File: src/rtl/phy_pkg.sv
// rtl/phy_pkg.sv - symbols and lane-phy state encoding shared by the tx striper/serializer and rx aligner
package phy_pkg;

    localparam logic [7:0] COMMA_BC        = 8'hBC;
    localparam int         ALIGN_COUNT_DEF = 4;
    localparam int         LANES_DEF       = 4;

    typedef enum logic [1:0] {
        SEARCH = 2'd0,
        ALIGN  = 2'd1,
        ACTIVE = 2'd2
    } rx_state_e;

    // lane index width; a single lane still gets a 1-bit field
    function automatic int lane_w(input int lanes);
        return (lanes > 1) ? $clog2(lanes) : 1;
    endfunction

endpackage

File: src/rtl/serial_shift8.sv
// rtl/serial_shift8.sv - MSB-first serial-to-parallel window exposing the byte that includes the current bit
module serial_shift8 (
    input  logic       clk,
    input  logic       reset,
    input  logic       data_in,
    output logic [7:0] nxt_o
);

    // only the last seven bits need storing; the eighth is the live input
    logic [6:0] sr_q;

    assign nxt_o = {sr_q, data_in};

    always_ff @(posedge clk or negedge reset) begin
        if (!reset) begin
            sr_q <= '0;
        end else begin
            sr_q <= nxt_o[6:0];
        end
    end

endmodule

File: src/rtl/serial_paralelo_rx_align.sv
// rtl/serial_paralelo_rx_align.sv - comma-aligned serial deserializer with round-robin lane tagging
module serial_paralelo_rx_align
    import phy_pkg::*;
#(
    parameter logic [7:0] COMMA       = COMMA_BC,
    parameter int         ALIGN_COUNT = ALIGN_COUNT_DEF,
    parameter int         LANES       = LANES_DEF,
    localparam int        LW          = lane_w(LANES)
) (
    input  logic          clk,
    input  logic          reset,
    input  logic          data_in,
    output logic [7:0]    data_out,
    output logic          valid_out,
    output logic [LW-1:0] lane_id,
    output logic          byte_strobe,
    output logic          active
);

    rx_state_e     state_q, state_d;
    logic [2:0]    bit_cnt_q, bit_cnt_d;
    logic [3:0]    comma_cnt_q, comma_cnt_d;
    logic [LW-1:0] lane_ptr_q, lane_ptr_d;
    logic [7:0]    data_q, data_d;
    logic          valid_q, valid_d;
    logic [LW-1:0] lane_q, lane_d;
    logic          strobe_q, strobe_d;
    logic          active_q, active_d;

    logic [7:0]    nxt;
    logic          is_comma;
    logic          boundary;
    logic [LW-1:0] lane_ptr_inc;

    serial_shift8 u_shift (
        .clk     (clk),
        .reset   (reset),
        .data_in (data_in),
        .nxt_o   (nxt)
    );

    assign is_comma     = (nxt == COMMA);
    assign boundary     = (bit_cnt_q == 3'd7);
    assign lane_ptr_inc = (lane_ptr_q == LW'(LANES - 1)) ? '0 : lane_ptr_q + LW'(1);

    always_ff @(posedge clk or negedge reset) begin
        if (!reset) begin
            state_q     <= SEARCH;
            bit_cnt_q   <= '0;
            comma_cnt_q <= '0;
            lane_ptr_q  <= '0;
            data_q      <= '0;
            valid_q     <= 1'b0;
            lane_q      <= '0;
            strobe_q    <= 1'b0;
            active_q    <= 1'b0;
        end else begin
            state_q     <= state_d;
            bit_cnt_q   <= bit_cnt_d;
            comma_cnt_q <= comma_cnt_d;
            lane_ptr_q  <= lane_ptr_d;
            data_q      <= data_d;
            valid_q     <= valid_d;
            lane_q      <= lane_d;
            strobe_q    <= strobe_d;
            active_q    <= active_d;
        end
    end

    always_comb begin
        state_d     = state_q;
        bit_cnt_d   = bit_cnt_q + 3'd1;
        comma_cnt_d = comma_cnt_q;
        lane_ptr_d  = lane_ptr_q;
        data_d      = data_q;
        valid_d     = valid_q;
        lane_d      = lane_q;
        strobe_d    = 1'b0;
        active_d    = active_q;

        case (state_q)
            SEARCH: begin
                bit_cnt_d = '0;
                if (is_comma) begin
                    comma_cnt_d = 4'd1;
                    if (ALIGN_COUNT == 1) begin
                        state_d  = ACTIVE;
                        active_d = 1'b1;
                    end else begin
                        state_d = ALIGN;
                    end
                end
            end
            ALIGN: begin
                // only boundary-phase symbols count; anything else there breaks the run
                if (boundary) begin
                    if (is_comma) begin
                        comma_cnt_d = comma_cnt_q + 4'd1;
                        if (comma_cnt_q + 4'd1 == 4'(ALIGN_COUNT)) begin
                            state_d  = ACTIVE;
                            active_d = 1'b1;
                        end
                    end else begin
                        comma_cnt_d = '0;
                        state_d     = SEARCH;
                    end
                end
            end
            ACTIVE: begin
                if (boundary) begin
                    data_d   = nxt;
                    strobe_d = 1'b1;
                    if (is_comma) begin
                        valid_d    = 1'b0;
                        lane_d     = '0;
                        lane_ptr_d = '0;
                    end else begin
                        valid_d    = 1'b1;
                        lane_d     = lane_ptr_q;
                        lane_ptr_d = lane_ptr_inc;
                    end
                end
            end
            default: begin
                state_d = SEARCH;
            end
        endcase
    end

    assign data_out    = data_q;
    assign valid_out   = valid_q;
    assign lane_id     = lane_q;
    assign byte_strobe = strobe_q;
    assign active      = active_q;

endmodule

File: config.mk
export PLATFORM = sky130hd
export DESIGN_NAME = serial_paralelo_rx_align
export DESIGN_NICKNAME = d
export VERILOG_FILES = /design/src/rtl/phy_pkg.sv /design/src/rtl/serial_shift8.sv /design/src/rtl/serial_paralelo_rx_align.sv
export SDC_FILE = /design/constraint.sdc
export NUM_CORES = 1
export LEC_CHECK = 0
export CORE_MARGIN = 5
export CORE_UTILIZATION = 57
export DETAILED_ROUTE_END_ITERATION = 8
export PLACE_DENSITY = 0.82
export SYNTH_ARGS = -nofsm -noshare
export SYNTH_HDL_FRONTEND = slang
export SYNTH_SLANG_ARGS = --single-unit
File: constraint.sdc
create_clock -name clk -period 3.6 [get_ports clk]
set_clock_uncertainty 0.2 [all_clocks]
set_input_delay 0.72 -clock clk [delete_from_list [all_inputs] [get_ports clk]]
set_output_delay 0.72 -clock clk [all_outputs]
set_load 0.01 [all_outputs]
==> impl_metrics.json, run 1 <==
{
  "gr-usage-all-layers_pct": 15.8,
  "dr.pass1.iters": 4,
  "die_x_um": 57.5,
  "rsz0062_at_grt": "false",
  "cp_slowest_cell": "or3_1",
  "fin_crit_sh_pct": 64.2,
  "cts_setup_buffers": 0,
  "hold_depth": 0,
  "netlist.area_leader.share_pct": 60.4,
  "drcViolationCount": 0,
  "grt_pass1_vias": 778,
  "max_stage_delay_ns": 0.52,
  "cts_tree": "built",
  "critical_path_arrival_ns": 2.33,
  "port_buffers": 15,
  "syn_area_um2": 1280,
  "clock_sinks": 31,
  "drv_slew": 0,
  "num_vias": 846,
  "routedWlPerCell_um": 14.8,
  "avgSynthCellArea_um2": 12.4,
  "fin_tns_setup_ns": 0,
  "rr_startpoint": "u_shift.sr_q[0]",
  "synth_warnings": 0,
  "critPathLaunch": "data_in",
  "clock_path_buffers": 2,
  "setup_viol_count_final": 0,
  "seq_area_frac_synth_pct": 60.4,
  "area_delta_synth_final_pct": 17.4,
  "postCtsResizedCells": 0,
  "yosys-top-cells-area": "dfrtp_1 60%, mux2_2 7.0%, ha_1 4.9%",
  "antenna_found_initial": 0,
  "hold_class": "register to register",
  "grt.overflow.total": 0,
  "met1_usage_pct": 20.4,
  "cpLargestDelayFamily": "simple AND/OR/NAND/NOR gates",
  "insertion_delay_ns": 0.34,
  "clkTransAtPathRegs_ns": 0.09,
  "place_hpwl_mm": 1.59,
  "max-cap-violations": 0,
  "yosys.area.top_type": "dfrtp_1",
  "p_leak_nw": 0.718,
  "utilization_pct": 68.9,
  "power_mw": 0.647,
  "row_count": 17,
  "diodes": 0,
  "max-vdd-ir-drop_v": 0.000308,
  "max_freq_ghz": 0.432,
  "root_buffer": "clkbuf_4",
  "worstMarginPinSlew_ns": 0.482,
  "r2r_cells": 4,
  "critPathMaxFanout": 7,
  "ant_nets": 0,
  "status": "complete, no violations",
  "crit_buf_inv": 1,
  "grt_max_degree": 32,
  "worstPathRequired_ns": 3.61,
  "routed_via_density": 5.53,
  "critical_path_depth": 5,
  "critical_path_class": "primary input to register",
  "power_density_nw_per_um2": 429,
  "cts_buffers": 5,
  "yosysUniqueCellTypes": 32,
  "end_kind": "register",
  "grtUsageMet3_pct": 5.66,
  "grt_pass1_wl_mm": 3.77,
  "maxSlewHeadroom_pct": 67.6,
  "final_area_um2": 1510,
  "hold_violations": 0,
  "routed_wl_mm": 2.27,
  "synth.net_count": 112,
  "htreeDepth": 2,
  "io_pins": 16,
  "ff2ff_setup_slack_ns": 1.68,
  "coreArea_um2": 2190,
  "globalplace.congestion": 0.857,
  "path_cells": "clkdlybuf4s50_1 -> or2_1 -> or3_1 -> a21oi_2 -> o221ai_1",
  "worstReg2RegEnd": "comma_cnt_q[1]",
  "cp-endpoint": "comma_cnt_q[1]",
  "fin_nets": 132,
  "synth-seq-cells": 31,
  "dp_slack_ns": 0.937,
  "dieHeight_um": 57.5,
  "floorplan.initialDensity_pct": 58.7,
  "drive_gt1_share_pct": 16.0,
  "post_dp_cell_area_um2": 1460,
  "grt_busiest_layer": "met2",
  "die-area_um2": 3300,
  "grt_use_met2_pct": 21.5,
  "finalCriticalPeriod_ns": 2.31,
  "ctsHoldBuffers": 0,
  "drt_iter0_drc": 24,
  "fin_ws_ns": 1.29,
  "netlist_instances": 104,
  "min_from": "u_shift.sr_q[5]",
  "start_kind": "primary input"
}
layout make-up:
type / count / area (um^2)
clock inverter: 1 / 5.00
fill: 154 / 682
timing repair buffer: 16 / 158
clock buffer: 7 / 45.0
inverter: 5 / 18.8
tap: 28 / 35.0
sequential: 31 / 776
multi-input combinational: 65 / 472
cells in the final DEF (no fill, tap or decap), types with 3 or more instances in the layout:
| master | Yosys | layout |
|---|---|---|
| mux2_2 | 8 | 8 |
| dfrtp_1 | 31 | 31 |
| clkdlybuf4s50_1 | 0 | 15 |
| ha_1 | 5 | 5 |
| o21ai_0 | 5 | 5 |
| nor2b_1 | 3 | 3 |
| nor2_1 | 3 | 3 |
| nor3_1 | 4 | 4 |
| clkbuf_4 | 0 | 5 |
| inv_1 | 5 | 5 |
| nand2_1 | 13 | 13 |
synthesized netlist by cell type (all sizes together):
| cell type | number |
|---|---|
| nor2b | 3 |
| o2bb2ai | 1 |
| clkbuf | 2 |
| o41ai | 1 |
| o21bai | 1 |
| and3 | 1 |
| nor3 | 4 |
| o21a | 1 |
| a32oi | 1 |
| or3 | 2 |
| o21ai | 5 |
| nand4b | 2 |
| o22ai | 1 |
| nor2 | 4 |
| nand4 | 2 |
| mux2 | 8 |
| xnor2 | 1 |
| o221ai | 2 |
| a22o | 1 |
| inv | 5 |
| nand2 | 13 |
| a2bb2oi | 1 |
| a21oi | 1 |
| dfrtp | 31 |
| nand3 | 1 |
| ha | 5 |
| or2 | 1 |
| buf | 1 |
| o22a | 1 |
| a21o | 1 |
how the worst min path moves through the flow:
stage                      end  slack [ns]
3_3_place_gp   u_shift.sr_q[3]        0.18
3_5_place_dp   u_shift.sr_q[6]        0.19
4_1_cts        u_shift.sr_q[6]        0.21
2_1_floorplan  u_shift.sr_q[6]        0.16
6_report       u_shift.sr_q[6]        0.21
5_1_grt        u_shift.sr_q[4]        0.23
metal layers:
layer / routed length, um / part of all wire [%] / up-vias
li1: - / - / 406
met1: 1060 / 47 / 411
met2: 1020 / 45 / 22
met3: 137 / 6.0 / 7
met4: 53 / 2.3 / 0
met5: 0 / 0 / -
power by group:
| part | internal, mW | switching, mW |
|---|---|---|
| clock | 0.0759 | 0.117 |
| combinational | 0.0258 | 0.0334 |
| sequential | 0.369 | 0.0263 |
| total | 0.470 | 0.176 |
stage by stage:
stage,instances,hold WS [ns]
2_1_floorplan,104,0.162
3_3_place_gp,145,0.180
3_5_place_dp,145,0.185
4_1_cts,153,0.210
5_1_grt,153,0.225
6_report,153,0.209
flip-flops by register name, summed over array words and instances (netlist names):
signal / flops
u_shift.sr_q: 7
bit_cnt_q: 3
comma_cnt_q: 4
byte_strobe: 1
lane_id: 2
valid_out: 1
lane_ptr_q: 2
state_q: 2
active: 1
data_out: 8
logic make-up after synthesis:
family	share of synthesized area, %
AND/OR/NAND/NOR	13.2
flip-flops	60.4
AO/OA/AOI/OAI	10.9
buffers and inverters	2.92
multiplexers	7.01
adder cells (fa/ha/maj)	4.87
XOR/XNOR	0.682
Note: power is estimated with default switching activity, not from simulation.
==> run 2: changes to the inputs <==
CORE_UTILIZATION = 53   (was 57)
PLACE_DENSITY = 0.77   (was 0.82)
clock period = 2.25 ns   (was 3.6 ns; I/O delays follow)
==> impl_metrics.json, run 2 (synthesis gave the netlist of run 1 again) <==
{
  "status": "complete, no violations",
  "die-area_um2": 3510,
  "layout_common_cells": "31 x dfrtp_1, 15 x clkdlybuf4s50_1, 13 x nand2_1, 8 x mux2_2",
  "area_delta_synth_final_pct": 20.6,
  "start_kind": "primary input",
  "largest_register_ffs": 8,
  "critical_path_arrival_ns": 1.97,
  "dr.pass1.iters": 4,
  "cts_tree": "built",
  "critPathMaxFanout": 5,
  "finalCriticalPeriod_ns": 1.98,
  "routed_wl_mm": 2.20,
  "drv_slew": 0,
  "max_stage_delay_ns": 0.48,
  "antenna_found_initial": 0,
  "power_mw": 1.08,
  "combPwrFrac_pct": 8.6,
  "floorplan.initialDensity_pct": 57.0,
  "clkTransAtPathRegs_ns": 0.09,
  "final_common_cell": "dfrtp_1",
  "layout.cells.non_filler": 156,
  "drive_gt1_share_pct": 18.8,
  "worstMarginPinSlew_ns": 0.399,
  "max-vdd-ir-drop_v": 0.000491,
  "routed_via_density": 5.62,
  "pwr-share-clk_pct": 32.7,
  "die_x_um": 59.2,
  "drcViolationCount": 0,
  "ant_nets": 0,
  "dp_cells": 148,
  "fin_crit_sh_pct": 88.0,
  "num_vias": 876,
  "final_area_um2": 1550,
  "rsz0062_at_grt": "false",
  "grt.overflow.total": 0,
  "postCtsResizedCells": 0,
  "fin_tns_setup_ns": 0,
  "port_buffers": 15,
  "cts_setup_buffers": 0,
  "p_int_mw": 0.815,
  "grt_max_degree": 32,
  "path_cells": "clkdlybuf4s50_1 -> or2_1 -> or3_1 -> a21oi_2 -> o221ai_1",
  "setup_viol_count_final": 0,
  "globalplace.congestion": 0.914,
  "p_leak_nw": 0.741,
  "grt_pass1_wl_mm": 4.09,
  "cpLargestDelayFamily": "simple AND/OR/NAND/NOR gates",
  "worstPathRequired_ns": 2.24,
  "hold_class": "register to register",
  "root_buffer": "clkbuf_4",
  "drt_iter0_drc": 30,
  "maxSlewHeadroom_pct": 73.4,
  "grt_pass1_vias": 877,
  "ctsHoldBuffers": 0,
  "cts_buffers": 5,
  "fin_nets": 135,
  "switchingPower_mw": 0.262,
  "seqPwrFrac_pct": 58.6,
  "place_hpwl_mm": 1.63,
  "crit_buf_inv": 1,
  "post_dp_cell_area_um2": 1480,
  "max-cap-violations": 0,
  "diodes": 0,
  "routedWlPerCell_um": 14.1,
  "power_density_nw_per_um2": 695,
  "clock_sinks": 31,
  "io_pins": 16,
  "hold_violations": 0,
  "row_count": 17,
  "cp_slowest_cell": "or3_1",
  "gr-usage-all-layers_pct": 15.6,
  "critical_path_class": "primary input to register",
  "dieHeight_um": 59.2,
  "htreeDepth": 2,
  "end_kind": "register",
  "insertion_delay_ns": 0.31,
  "coreArea_um2": 2250,
  "swShare_pct": 24.3,
  "max_freq_ghz": 0.505,
  "clock_path_buffers": 2
}
-- run 2: cell count changes in the layout (fill, tap and decap cells not counted), sizes merged --
cell	before	now
buf	1	4
clkinv	1	0
clkbuf	7	8
-- run 2: layer usage --
metal / share of wire, % / vias up / wire (um) / track usage (%)
li1: - / 415 / - / -
met1: 46 / 431 / 1010 / 20.6
met2: 47 / 28 / 1020 / 23.7
met3: 7.0 / 2 / 153 / 6.10
met4: 0.64 / 0 / 14 / 4.85
met5: 0 / - / 0 / 0
-- run 2: layout make-up --
type                       instances  area (um^2)
sequential                        31          776
fill                             182          704
multi-input combinational         65          472
timing repair buffer              19          180
clock buffer                       8         68.8
tap                               28         35.0
inverter                           5         18.8
-- run 2: metrics by stage --
stage	hold WS, ns	setup slack, ns	utilization, %
2_1_floorplan	-0.0456	0.437	-
3_3_place_gp	0.182	-0.0162	65.7
3_5_place_dp	0.179	-0.0704	65.7
4_1_cts	0.202	0.277	68.8
5_1_grt	0.217	0.201	68.8
6_report	0.200	0.271	68.8
-- run 2: worst reg2reg max path, stage by stage (launching register included) --
cell	delay, ns
dfrtp_1	0.36
ha_1	0.16
ha_1	0.31
nand3_2	0.38
mux2_2	0.41
-- run 2: worst paths after layout --
path	startpoint	endpoint	slack, ns	cells after the start
min in group asynchronous	reset	data_out[5]	0.32	2
min	u_shift.sr_q[2]	u_shift.sr_q[3]	0.20	0
max reg2reg	bit_cnt_q[0]	data_out[6]	0.32	4
min reg2reg	u_shift.sr_q[2]	u_shift.sr_q[3]	0.20	0
max in group asynchronous	reset	lane_ptr_q[1]	1.26	2
max	data_in	comma_cnt_q[1]	0.27	5
-- run 2: power groups by stage --
stage | logic [mW] | clock network (mW) | registers [mW]
global route | 0.106 | 0.400 | 0.636
floorplan | 0.0640 | 0 | 0.629
CTS | 0.0943 | 0.362 | 0.630
global placement | 0.0900 | 0 | 0.639
detailed placement | 0.0950 | 0 | 0.640
finish | 0.0928 | 0.353 | 0.632
==> run 3: changes to the inputs <==
CAP_MARGIN = 15   (was not set)
MAX_ROUTING_LAYER = met4   (was not set)
PLACE_DENSITY = not set   (was 0.77)
PLACE_DENSITY_LB_ADDON = 0.08   (was not set)
==> impl_metrics.json, run 3 (synthesis gave the netlist of run 1 again) <==
{
  "status": "complete, no violations",
  "worstPathRequired_ns": 2.24,
  "place_hpwl_mm": 1.58,
  "routedWlPerCell_um": 13.6,
  "antenna_found_initial": 0,
  "min_from": "u_shift.sr_q[3]",
  "drt_iter0_drc": 4,
  "rr_startpoint": "bit_cnt_q[0]",
  "fin_ws_ns": 0.295,
  "max-cap-violations": 0,
  "critical_path_arrival_ns": 1.95,
  "layout_common_cells": "31 x dfrtp_1, 15 x clkdlybuf4s50_1, 13 x nand2_1, 8 x mux2_2",
  "area_delta_synth_final_pct": 21.2,
  "clock_sinks": 31,
  "grt_max_degree": 32,
  "r2r_cells": 4,
  "hold_violations": 0,
  "htreeDepth": 2,
  "dr.pass1.iters": 3,
  "critical_path_depth": 5,
  "ant_nets": 0,
  "crit_buf_inv": 1,
  "critical_path_class": "primary input to register",
  "final_common_cell": "dfrtp_1",
  "fin_crit_sh_pct": 86.9,
  "gr-usage-all-layers_pct": 15.8,
  "insertion_delay_ns": 0.31,
  "coreArea_um2": 2250,
  "port_buffers": 15,
  "setup_viol_count_final": 0,
  "fin_tns_setup_ns": 0,
  "diodes": 0,
  "ctsHoldBuffers": 0,
  "seqPwrFrac_pct": 58.0,
  "cts_buffers": 5,
  "routed_via_density": 5.42,
  "dieHeight_um": 59.2,
  "p_leak_nw": 0.746,
  "postCtsResizedCells": 0,
  "hold_class": "register to register",
  "holdPathEnd": "u_shift.sr_q[4]",
  "ff2ff_setup_slack_ns": 0.37,
  "critPathMaxFanout": 5,
  "worstMarginPinSlew_ns": 0.385,
  "maxSlewHeadroom_pct": 74.3,
  "drive_gt1_share_pct": 19.4,
  "rsz0062_at_grt": "false",
  "clock_path_buffers": 2,
  "drcViolationCount": 0,
  "clkTransAtPathRegs_ns": 0.09,
  "worstReg2RegEnd": "data_out[4]",
  "p_int_mw": 0.817,
  "grt_pass1_wl_mm": 3.85,
  "end_kind": "register",
  "routed_wl_mm": 2.14,
  "hold_depth": 0,
  "max-vdd-ir-drop_v": 0.000608,
  "floorplan.initialDensity_pct": 57.0,
  "fin_nets": 136,
  "io_pins": 16,
  "finalCriticalPeriod_ns": 1.95,
  "dp_slack_ns": -0.0299,
  "critPathLaunch": "data_in",
  "root_buffer": "clkbuf_4",
  "swShare_pct": 24.6,
  "num_vias": 851,
  "grt.overflow.total": 0,
  "largest_register_ffs": 8,
  "drv_slew": 0,
  "die-area_um2": 3510,
  "cpLargestDelayFamily": "simple AND/OR/NAND/NOR gates",
  "globalplace.congestion": 0.778,
  "power_density_nw_per_um2": 695,
  "start_kind": "primary input",
  "die_x_um": 59.2,
  "cts_tree": "built",
  "grt_pass1_vias": 896,
  "path_cells": "clkdlybuf4s50_1 -> or2_1 -> or3_1 -> a21oi_2 -> o221ai_2",
  "switchingPower_mw": 0.266,
  "pwr-share-clk_pct": 33.1,
  "max_freq_ghz": 0.512,
  "cp_slowest_cell": "or3_1",
  "combPwrFrac_pct": 9.0,
  "max_stage_delay_ns": 0.48,
  "cts_setup_buffers": 0,
  "row_count": 17
}
==> run 3: area by class of cell <==
| type | count | area (um^2) |
|---|---|---|
| flip-flops and latches | 31 | 776 |
| repair buffers | 20 | 188 |
| clock buffers | 8 | 68.8 |
| multi-input cells | 65 | 472 |
| well taps | 28 | 35.0 |
| fillers | 182 | 697 |
| inverters | 5 | 18.8 |
==> run 3: how the worst max path moves through the flow <==
stage                          end
floorplan           comma_cnt_q[1]
global placement    comma_cnt_q[1]
detailed placement  comma_cnt_q[1]
CTS                 comma_cnt_q[1]
global route           data_out[4]
finish              comma_cnt_q[2]
==> run 3: power groups by stage <==
stage	Clock (mW)	Sequential [mW]	Combinational (mW)
CTS	0.368	0.627	0.0986
detailed placement	0	0.638	0.0978
floorplan	0	0.629	0.0640
finish	0.358	0.628	0.0971
global route	0.400	0.637	0.113
global placement	0	0.638	0.0924
==> run 3: stage by stage <==
stage	total power [mW]	std cells	hold slack (ns)	utilization (%)	cell area (um^2)
global route	1.15	157	0.218	69.1	1560
detailed placement	0.736	149	0.187	66.0	1490
finish	1.08	157	0.205	69.1	1560
floorplan	0.693	104	-0.0456	-	1280
CTS	1.09	157	0.208	69.1	1560
global placement	0.730	149	0.180	66.0	1490
==> run 3: per-layer routing <==
metal / share of wire (%) / GRT usage (%) / up-vias
li1: - / - / 417
met1: 42 / 17.0 / 411
met2: 50 / 24.3 / 17
met3: 5.6 / 5.88 / 6
met4: 2.2 / 10.0 / 0
met5: 0 / - / -
==> run 3: worst reg2reg max path: stages, from the launching register on <==
cell,delay (ns)
dfrtp_1,0.40
ha_1,0.21
ha_1,0.26
nand3_2,0.31
mux2_2,0.39
